File: config.mk
export PLATFORM = sky130hd
export DESIGN_NAME = uart_regbank_n
export DESIGN_NICKNAME = d
export VERILOG_FILES = /design/src/rtl/uart_regbank_n.sv
export SDC_FILE = /design/constraint.sdc
export NUM_CORES = 1
export LEC_CHECK = 0
export CORE_AREA = 2 2 417 419
export CTS_BUF_LIST = sky130_fd_sc_hd__clkbuf_4
export DETAILED_ROUTE_END_ITERATION = 10
export DIE_AREA = 0 0 419 421
export HOLD_SLACK_MARGIN = 0.12
export PLACE_DENSITY = 0.45
export SKIP_LAST_GASP = 1
export SLEW_MARGIN = 20
export SYNTH_ARGS = -nofsm -noshare
export SYNTH_HDL_FRONTEND = slang
export SYNTH_SLANG_ARGS = --single-unit
File: constraint.sdc
create_clock -name clk -period 3.8 [get_ports clk]
set_clock_uncertainty 0.05 [all_clocks]
set_input_delay 0.57 -clock clk [delete_from_list [all_inputs] [get_ports clk]]
set_output_delay 0.57 -clock clk [all_outputs]
set_load 0.05 [all_outputs]
File: src/rtl/uart_regbank_n.sv
// uart_regbank_n: CPU register window for NUM_CH UART channels plus a global interrupt block.
// Latency: writes land at the access edge, read data and rd_valid appear one cycle after re.
// No backpressure: one access per cycle, strobes are combinational; UART_REGBANK_WLOCK_EN adds the LOCK register.
module uart_regbank_n #(
  parameter int                NUM_CH       = 6,
  parameter int                ADDR_W       = 22,
  parameter int                CH_STRIDE    = 5,
  parameter logic [ADDR_W-1:0] GLB_BASE     = 'h0100,
  parameter logic [31:0]       CR_RST_VAL   = 32'h0000C000,
  parameter logic [31:0]       TTR_RST_VAL  = 32'h00000004,
  parameter int                CR_RXRST_BIT = 1,
  parameter int                CR_TXRST_BIT = 2
) (
  input  logic                   clk,
  input  logic                   rst_n,
  input  logic [ADDR_W-1:0]      addr,
  input  logic                   we,
  input  logic                   re,
  input  logic [31:0]            write_data,
  output logic [31:0]            read_data,
  output logic                   rd_valid,
  input  logic [32*NUM_CH-1:0]   sr_i,
  input  logic [32*NUM_CH-1:0]   rdr_i,
  input  logic [NUM_CH-1:0]      ch_evt,
  output logic [32*NUM_CH-1:0]   cr_o,
  output logic [32*NUM_CH-1:0]   ttr_o,
  output logic [32*NUM_CH-1:0]   tdr_o,
  output logic [NUM_CH-1:0]      tx_write,
  output logic [NUM_CH-1:0]      sr_read,
  output logic [NUM_CH-1:0]      rx_read,
  output logic                   irq
);

  localparam int OFF_CR  = 0;
  localparam int OFF_TTR = 1;
  localparam int OFF_SR  = 2;
  localparam int OFF_TDR = 3;
  localparam int OFF_RDR = 4;

  localparam logic [31:0] INFO_VAL = {16'h0, 8'h02, 8'(NUM_CH)};

  logic [31:0]       cr  [NUM_CH];
  logic [31:0]       ttr [NUM_CH];
  logic [31:0]       tdr [NUM_CH];
  logic [NUM_CH-1:0] pend;
  logic [NUM_CH-1:0] mask;

  logic [NUM_CH-1:0] hit_cr, hit_ttr, hit_sr, hit_tdr, hit_rdr;
  logic              hit_pend, hit_mask, hit_info;
  logic              wr_ok;
  logic [31:0]       rd_mux;
  logic [NUM_CH-1:0] w1c;

`ifdef UART_REGBANK_WLOCK_EN
  logic locked;
  logic hit_lock;
  assign hit_lock = (addr == GLB_BASE + ADDR_W'(3));
  assign wr_ok    = ~locked;

  // Lock register: only the key value opens the bank, anything else closes it
  always_ff @(posedge clk) begin
    if (!rst_n) begin
      locked <= 1'b1;
    end else if (we && hit_lock) begin
      locked <= (write_data != 32'hA5A50001);
    end
  end
`else
  assign wr_ok = 1'b1;
`endif

  // Address decode: one compare per channel register plus the global block
  always_comb begin
    hit_cr  = '0;
    hit_ttr = '0;
    hit_sr  = '0;
    hit_tdr = '0;
    hit_rdr = '0;
    for (int c = 0; c < NUM_CH; c++) begin
      hit_cr[c]  = (addr == ADDR_W'(c * CH_STRIDE + OFF_CR));
      hit_ttr[c] = (addr == ADDR_W'(c * CH_STRIDE + OFF_TTR));
      hit_sr[c]  = (addr == ADDR_W'(c * CH_STRIDE + OFF_SR));
      hit_tdr[c] = (addr == ADDR_W'(c * CH_STRIDE + OFF_TDR));
      hit_rdr[c] = (addr == ADDR_W'(c * CH_STRIDE + OFF_RDR));
    end
    hit_pend = (addr == GLB_BASE);
    hit_mask = (addr == GLB_BASE + ADDR_W'(1));
    hit_info = (addr == GLB_BASE + ADDR_W'(2));
  end

  // Channel strobes follow the access cycle directly and are suppressed in reset
  assign tx_write = (we && rst_n) ? hit_tdr : '0;
  assign sr_read  = (re && rst_n) ? hit_sr  : '0;
  assign rx_read  = (re && rst_n) ? hit_rdr : '0;

  // Read mux over current register contents (pre-write value on simultaneous we/re)
  always_comb begin
    rd_mux = '0;
    for (int c = 0; c < NUM_CH; c++) begin
      if (hit_cr[c])  rd_mux = cr[c];
      if (hit_ttr[c]) rd_mux = ttr[c];
      if (hit_sr[c])  rd_mux = sr_i[32*c +: 32];
      if (hit_tdr[c]) rd_mux = tdr[c];
      if (hit_rdr[c]) rd_mux = rdr_i[32*c +: 32];
    end
    if (hit_pend) rd_mux = 32'(pend);
    if (hit_mask) rd_mux = 32'(mask);
    if (hit_info) rd_mux = INFO_VAL;
`ifdef UART_REGBANK_WLOCK_EN
    if (hit_lock) rd_mux = {31'h0, locked};
`endif
  end

  // Per-channel control registers; FIFO reset bits drop one cycle after being written
  always_ff @(posedge clk) begin
    if (!rst_n) begin
      for (int c = 0; c < NUM_CH; c++) begin
        cr[c]  <= CR_RST_VAL;
        ttr[c] <= TTR_RST_VAL;
        tdr[c] <= '0;
      end
    end else begin
      for (int c = 0; c < NUM_CH; c++) begin
        cr[c][CR_RXRST_BIT] <= 1'b0;
        cr[c][CR_TXRST_BIT] <= 1'b0;
        if (we && hit_cr[c] && wr_ok)  cr[c]  <= write_data;
        if (we && hit_ttr[c] && wr_ok) ttr[c] <= write_data;
        if (we && hit_tdr[c])          tdr[c] <= write_data;
      end
    end
  end

  assign w1c = (we && hit_pend) ? write_data[NUM_CH-1:0] : '0;

  // Interrupt pending/mask; a new event outranks a same-cycle W1C
  always_ff @(posedge clk) begin
    if (!rst_n) begin
      pend <= '0;
      mask <= '0;
      irq  <= 1'b0;
    end else begin
      pend <= (pend & ~w1c) | ch_evt;
      if (we && hit_mask && wr_ok) mask <= write_data[NUM_CH-1:0];
      irq  <= |(pend & mask);
    end
  end

  // Registered read return; data holds between reads
  always_ff @(posedge clk) begin
    if (!rst_n) begin
      read_data <= '0;
      rd_valid  <= 1'b0;
    end else begin
      rd_valid <= re;
      if (re) read_data <= rd_mux;
    end
  end

  // Flatten register arrays onto the output buses
  for (genvar g = 0; g < NUM_CH; g++) begin : g_out
    assign cr_o[32*g +: 32]  = cr[g];
    assign ttr_o[32*g +: 32] = ttr[g];
    assign tdr_o[32*g +: 32] = tdr[g];
  end

endmodule

==> metrics.txt, run 1 <==
status=finished, violations left; failing checks=negative setup slack; Max clock buf depth=3; share of cells above drive strength 1=0.2421; switching share of power=0.3235; crit-path max FO=7; final-report hold violation count=0; Port Buffers=~1100; ys async rst share=0; clock-pin slew on the worst setup and hold paths=60 ps; synth warn=0; Vias=33710; Worst Path Class, Setup=input pin to register; Placed Cells=6402; Chip Height=roughly 420 um; Least-Margin Pin Slew=between 1000 and 1500 ps; Slew headroom=0.1665; Syn Area/Cell=11.61 sq um; Synth cell types=75; Synth top area share=0.5729; vias in the first global route=32710; Non-Filler Instances=6856; die area=176400 sq um; post-route clock period utilization=1.034; Global Route Usage Sum=0.2983; flops & latches, synth=622; FMAX=between 200 and 300 MHz; met1 usage=0.3809; # IOs=1076; First-pass DRT Iterations=8; GRT busiest layer=met2; Crit. End Element=register; largest net degree at the start of global routing=33; Max-Cap Viols=0; final critical-path required period=about 3900 ps; Num CTS Buffers=191; dominant synthesized flop cell=edfxtp_1; Post-Synthesis Cells=2592; met3 Resource Use GR=0.06868; Peak VDD IR=about 0.26 mV; Routability Congestion=slightly below 1; Post-synth EDFFs=574; Flop pwr share=0.431; post-synthesis sequential area ratio=0.6048; area leader, netlist=edfxtp_1; grt met2 use=0.4863; Die W=419 um; clock share of power=0.391; Hold Crit Class=input pin to register; Worst R2R Path Depth=8; Switch Pwr=6137 uW; setup violators final=3; clk_lat worst skew=1240 ps; DR iter-0 viols=approximately 4500; max-slew violations=0; Antenna Nets Post-Route=0; first-pass GRT wire length=344.0 mm; WP data required=between 4000 and 5000 ps; Final WS setup=-130.6 ps; Syn Std Cell Area=30090 sq um; TritonCTS clock tree=built; core area=172500 sq um; Avg WL per Cell=39.74 um; Worst EP arrival=4960 ps; Setup WS pre-CTS=-1234 ps; drt total wl=approximately 270 mm; Area contributors post-synth=edfxtp_1, and2_1, a22oi_1; pwr/cell area=355.5 nW/um^2; Via density=4.917; root buf cell=clkbuf_4; area grow syn2layout=77.31%; P_leak=0.01954 uW; Startpoint Class=input pin; Rows=153; DP HPWL=218.2 mm; Logic pwr share=0.178; WHS Path Cells=4; Overflow after GRT=0; Pint=12830 uW; # clock sinks=622; RSZ-0062 raised after global routing=true; initial cell density of the core=0.1744; DRC=0; Post-Route Utilization=0.3093; initial antenna violation count=65; Clock H-tree levels=4; Final #Nets=4792
==> layer usage <==
| layer | vias to the layer above | share of wire | wire, um |
|---|---|---|---|
| met5 | - | 0.00024 | 66 |
| met4 | 12 | 0.040 | 10920 |
| met3 | 409 | 0.084 | 22840 |
| met2 | 2292 | 0.47 | 128500 |
| met1 | 17380 | 0.40 | 110100 |
| li1 | 13620 | - | - |
==> synth_stat cells (all sizes together) (4+ instances only) <==
master,instances
edfxtp,574
and2,560
clkbuf,175
a22oi,146
nand2,145
nor2,140
a21oi,92
o21ai,80
a221oi,69
a222oi,57
buf,57
dfxtp,48
nand3,44
nand4,42
nor3,34
nor4,30
a22o,28
o22ai,28
a31oi,27
o221ai,26
a221o,19
or3,18
and3,17
a211oi,14
o211ai,10
a2111oi,9
nor2b,9
and4,8
nand2b,7
a32oi,6
inv,6
or4,6
mux2i,5
or2,5
a41oi,4
o22a,4
o31ai,4
o32ai,4
==> worst max-delay path, cell delays in order <==
cell and delay (ps):
clkdlybuf4s50_1 550, or4_4 160, buf_4 170, or4_4 210, buf_4 240, nor3_4 70
buf_12 150, a222oi_1 800, and3_1 290, nand4_1 480, buf_12 340, o221ai_1 130
and3_1 180, a211oi_1 40, dlygate4sd3_1 550
==> flip-flops by register name (all words and copies together) (netlist names) <==
signal     flops
mask           6
ttr          192
pend           6
rd_valid       1
cr           192
irq            1
read_data     32
tdr          192
==> repair_timing <==
item                                   4_1_cts  5_1_grt
hold buffers                                67        2
gates resized for setup                     20       11
setup endpoints to repair                   16       14
endpoints found under the hold margin      380       34
pin swaps                                    4        3
setup buffers                                4        2
==> kinds of logic (layout without fill, tap and decap cells) <==
kind of cell / Yosys count / after routing / synth area share
compound gates: 650 / 650 / 0.1599
flops: 622 / 622 / 0.6048
other cells: 1 / 39 / 0.0001246
simple gates: 1074 / 1074 / 0.2003
buf+inv: 238 / 2139 / 0.03210
mux: 7 / 7 / 0.002786
==> power groups by stage <==
stage	registers (uW)	logic [uW]	clock network, uW
2_1_floorplan	9250	226	0
3_3_place_gp	8300	3310	0
3_5_place_dp	8300	3290	0
4_1_cts	8160	3360	7600
5_1_grt	8170	3400	7920
6_report	8170	3370	7420
==> worst paths after layout <==
check | start | endpoint | slack (ps)
worst min register to register | mask[0] | mask[0] | 430
worst min-delay path | rdr_i[154] | read_data[26] | 290
worst max register to register | tdr[4][9] | read_data[9] | 240
worst max-delay path | addr[14] | read_data[9] | -130
==> metrics by stage <==
| stage | setup TNS (ps) | area [sq um] | hold WS, ps | total power [uW] |
|---|---|---|---|---|
| floorplan | 0 | 30130 | 391.5 | 9477 |
| global placement | -240360 | 49810 | 397.9 | 11610 |
| detailed placement | -231530 | 49800 | 403.5 | 11590 |
| CTS | -108.9 | 53200 | 136.5 | 19110 |
| global route | -13.04 | 53330 | 171.8 | 19490 |
| finish | -279.2 | 53350 | 290.2 | 18970 |
==> cells in the final DEF, fill, tap and decap left out, types with 14 or more instances in the layout <==
cell type,instances
o21ai_0,74
and2_1,559
nor4_1,16
nor2_4,27
nor2_1,109
nand4_1,42
dlygate4sd3_1,69
or3_1,17
clkbuf_4,297
buf_4,500
a222oi_1,57
clkinv_1,34
edfxtp_1,574
a22o_1,28
clkdlybuf4s50_1,1040
a21oi_1,91
dfxtp_1,48
nand2_1,124
diode_2,29
o22ai_1,28
o221ai_1,26
nand3_1,42
a22oi_1,145
buf_12,152
a31oi_1,27
a221o_1,19
nand2_2,19
a221oi_1,68
and3_1,14
nor3_1,24
==> layout make-up <==
cell class	instances	area (sq um)
fillers	17840	119100
clock inverters	54	387.9
flip-flops and latches	622	18200
diodes	29	72.57
clock buffers	297	2230
multi-input cells	1741	11470
well taps	2325	2909
repair buffers	1782	18060
inverters	6	22.52
No activity file was read; power rests on OpenSTA's default activity.
==> run 2: changes to the inputs <==
- CAP_MARGIN: default -> 20
- clock period: 3.8 -> 3.3 ns (I/O delays scaled with it)
==> run 2 against run 1 <==
Compared with the run above: the flow still finishes with violations (negative setup slack); critical path type unchanged; clock power increased by 11%; worst hold slack got worse by 7.5 ps; via count increased by 1.1%; combinational power increased by 18%; largest power group unchanged; setup slack got worse by 11 ps; cell count increased by 1.6%; sequential share of layout area decreased by 0.53 points; die area unchanged.
==> metrics.txt, run 2 (synthesis results as in run 1) <==
status=finished, violations left; failing checks=negative setup slack; Final WS setup=-142.0 ps (-11.37 ps); Switch Pwr=7133 uW (+16%); Hold Crit Class=input pin to register; die area=176400 sq um (unchanged); Max-Cap Viols=0 (unchanged); Port Buffers=1075 (unchanged); clock share of power=0.380 (-0.011); Rows=153 (unchanged); Worst path max stage delay=950 ps (+150 ps); First-pass DRT Iterations=8 (unchanged); # clock sinks=622 (unchanged); Routability Congestion=0.9907 (+2.7%); WHS Path Cells=5 (+1); Startpoint Class=input pin; switching share of power=0.3304 (+0.006906); clk_lat worst skew=1220 ps (-20 ps); top layer in use=met5; slowest CP cell=a222oi_1; share of cells above drive strength 1=0.2414 (-0.0007203); TritonCTS clock tree=built; leading registers by flop count=cr: 192 flops, tdr: 192 flops, ttr: 192 flops; DR iter-0 viols=4786 (+5.3%); first-pass GRT wire length=348.3 mm (+1.3%); Max clock buf depth=3 (unchanged); met2 wire length=126.5 mm (-1.5%); leading cell type in the layout, fill and taps excluded=clkdlybuf4s50_1; CP delay by family, top=buffers and inverters; Via density=4.895 (-0.45%); Slew headroom=0.1644 (-0.002143); # IOs=1076 (unchanged); Logic pwr share=0.184 (+0.006); Worst R2R Setup Slack=180 ps (-60 ps); Global Route Usage Sum=0.3013 (+0.002964); Chip Height=421 um (unchanged); Crit. End Element=register; initial antenna violation count=73 (+12%); clock-pin slew on the worst setup and hold paths=70 ps (about the same); Worst R2R Path Depth=8 (unchanged); Pint=14450 uW (+13%); Final #Nets=4882 (+1.9%); Clock H-tree levels=4 (unchanged); root buf cell=clkbuf_4; max-slew violations=0 (unchanged); CP bufs+invs=8 (+2); initial cell density of the core=0.1744 (unchanged); Flop pwr share=0.436 (+0.005); Die W=419 um (unchanged); commonest cells after routing, fill and taps aside=clkdlybuf4s50_1, edfxtp_1, and2_1, buf_4, clkbuf_4; Overflow after GRT=0 (unchanged); Peak VDD IR=0.3274 mV (+26%); largest net degree at the start of global routing=33 (unchanged); setup violators final=12 (+9); Detail Route met3 WL=24.63 mm (+7.8%); WHS Endpoint=read_data[28]; P_leak=0.01998 uW (+2.3%); final-report hold violation count=0 (unchanged); DRC=0 (unchanged); drt total wl=275.0 mm (+0.93%); post-route clock period utilization=1.043; Worst EP arrival=4480 ps (-480 ps); CP Cell Sequence=clkdlybuf4s50_1 > buf_12 > nor2b_1 > buf_4 > nand2_2 > buf_4 > nor3_4 > buf_4 > buf_12 > buf_4 > a222oi_1 > nand3_1 > o21ai_2 > dlygate4sd3_1 > a21oi_1; reg-to-reg endpoint=read_data[4]; Num CTS Buffers=193 (+1.0%); final critical-path required period=3442 ps; crit-path most repeated cell=buf_4; Power Total=21590 uW (+14%); pwr/cell area=398.3 nW/um^2 (+12%); reg-to-reg critical path startpoint=tdr[2][4]; core area=172500 sq um (unchanged); DP HPWL=220.4 mm (+1.0%); met1 wire length=108.3 mm (-1.6%); Hold Path Origin=sr_i[156]; Antenna Nets Post-Route=0 (unchanged); Vias=34090 (+1.1%); Non-Filler Instances=6964 (+1.6%); vias in the first global route=33180 (+1.4%); crit-path max FO=14 (+7); area grow syn2layout=80.10%; FMAX=290.5 MHz; Avg WL per Cell=39.49 um (-0.64%); Placed Cells=6402 (unchanged); Worst Path Class, Setup=input pin to register; Least-Margin Pin Slew=1249 ps (+3.203 ps); WP data required=4340 ps (-490 ps)
==> run 2: cell count changes in the layout (fill, tap and decap cells not counted), sizes merged, moves of 2 or more <==
cell / previous run / this run
clkinv: 43 / 61
dlygate4sd2: 2 / 78
clkbuf: 297 / 281
clkdlybuf4s50: 1040 / 971
buf: 667 / 677
diode: 29 / 49
dlymetal6s2s: 4 / 2
dlygate4sd3: 69 / 139
bufinv: 5 / 3
==> run 2: cell type report <==
type	instances	area, sq um
Antenna cell	49	122.6
Multi-Input combinational cell	1741	11650
Sequential cell	622	18200
Fill cell	17730	118300
Timing Repair Buffer	1870	18800
Clock buffer	279	2095
Inverter	6	22.52
Clock inverter	72	391.6
Tap cell	2325	2909
==> run 2: power groups by stage <==
stage	Clock, uW	Sequential [uW]	Combinational [uW]
finish	8200	9410	3980
global route	8770	9410	4020
CTS	8390	9400	3960
detailed placement	0	9560	3850
global placement	0	9570	3860
floorplan	0	10600	266
==> run 2: how the worst max path moves through the flow <==
| stage | endpoint | cells after the start | startpoint |
|---|---|---|---|
| 6_report | read_data[13] | 15 | addr[0] |
| 5_1_grt | sr_read[3] | 11 | addr[14] |
| 4_1_cts | rx_read[3] | 11 | addr[3] |
| 3_5_place_dp | read_data[8] | 11 | addr[16] |
| 3_3_place_gp | read_data[0] | 14 | addr[13] |
| 2_1_floorplan | cr[5][0] | 9 | addr[17] |
==> run 2: through the flow <==
| step | hold WS, ps | TNS [ps] | worst slack [ps] | utilization | area [sq um] |
|---|---|---|---|---|---|
| 2_1_floorplan | 391.5 | -10420 | -120.2 | - | 30220 |
| 3_3_place_gp | 392.6 | -628910 | -2058 | 0.2885 | 49750 |
| 3_5_place_dp | 397.5 | -597990 | -1526 | 0.2886 | 49780 |
| 4_1_cts | 124.2 | -203.2 | -74.90 | 0.3127 | 53940 |
| 5_1_grt | 199.6 | -75.82 | -75.82 | 0.3139 | 54140 |
| 6_report | 282.6 | -671.2 | -142.0 | 0.3142 | 54190 |
==> run 2: tightest hold or removal path: stages <==
cell	delay (ps)
clkdlybuf4s50_1	440
a221oi_1	280
nand4_1	120
o21ai_0	80
a221oi_1	90
==> run 2: metal layers <==
layer / up-vias / GRT usage
met1: 17350 / 0.3786
met5: - / 0
met2: 2407 / 0.4748
met3: 504 / 0.07481
li1: 13820 / -
met4: 12 / 0.1581
==> run 2: what timing repair did <==
| item | CTS | global route |
|---|---|---|
| endpoints found under the setup margin | 94 | 22 |
| hold buffers | 139 | 0 |
| pin swaps | 10 | 12 |
| gates resized for setup | 138 | 28 |
| buffers inserted | 22 | 6 |
| endpoints found under the hold margin | 406 | 0 |
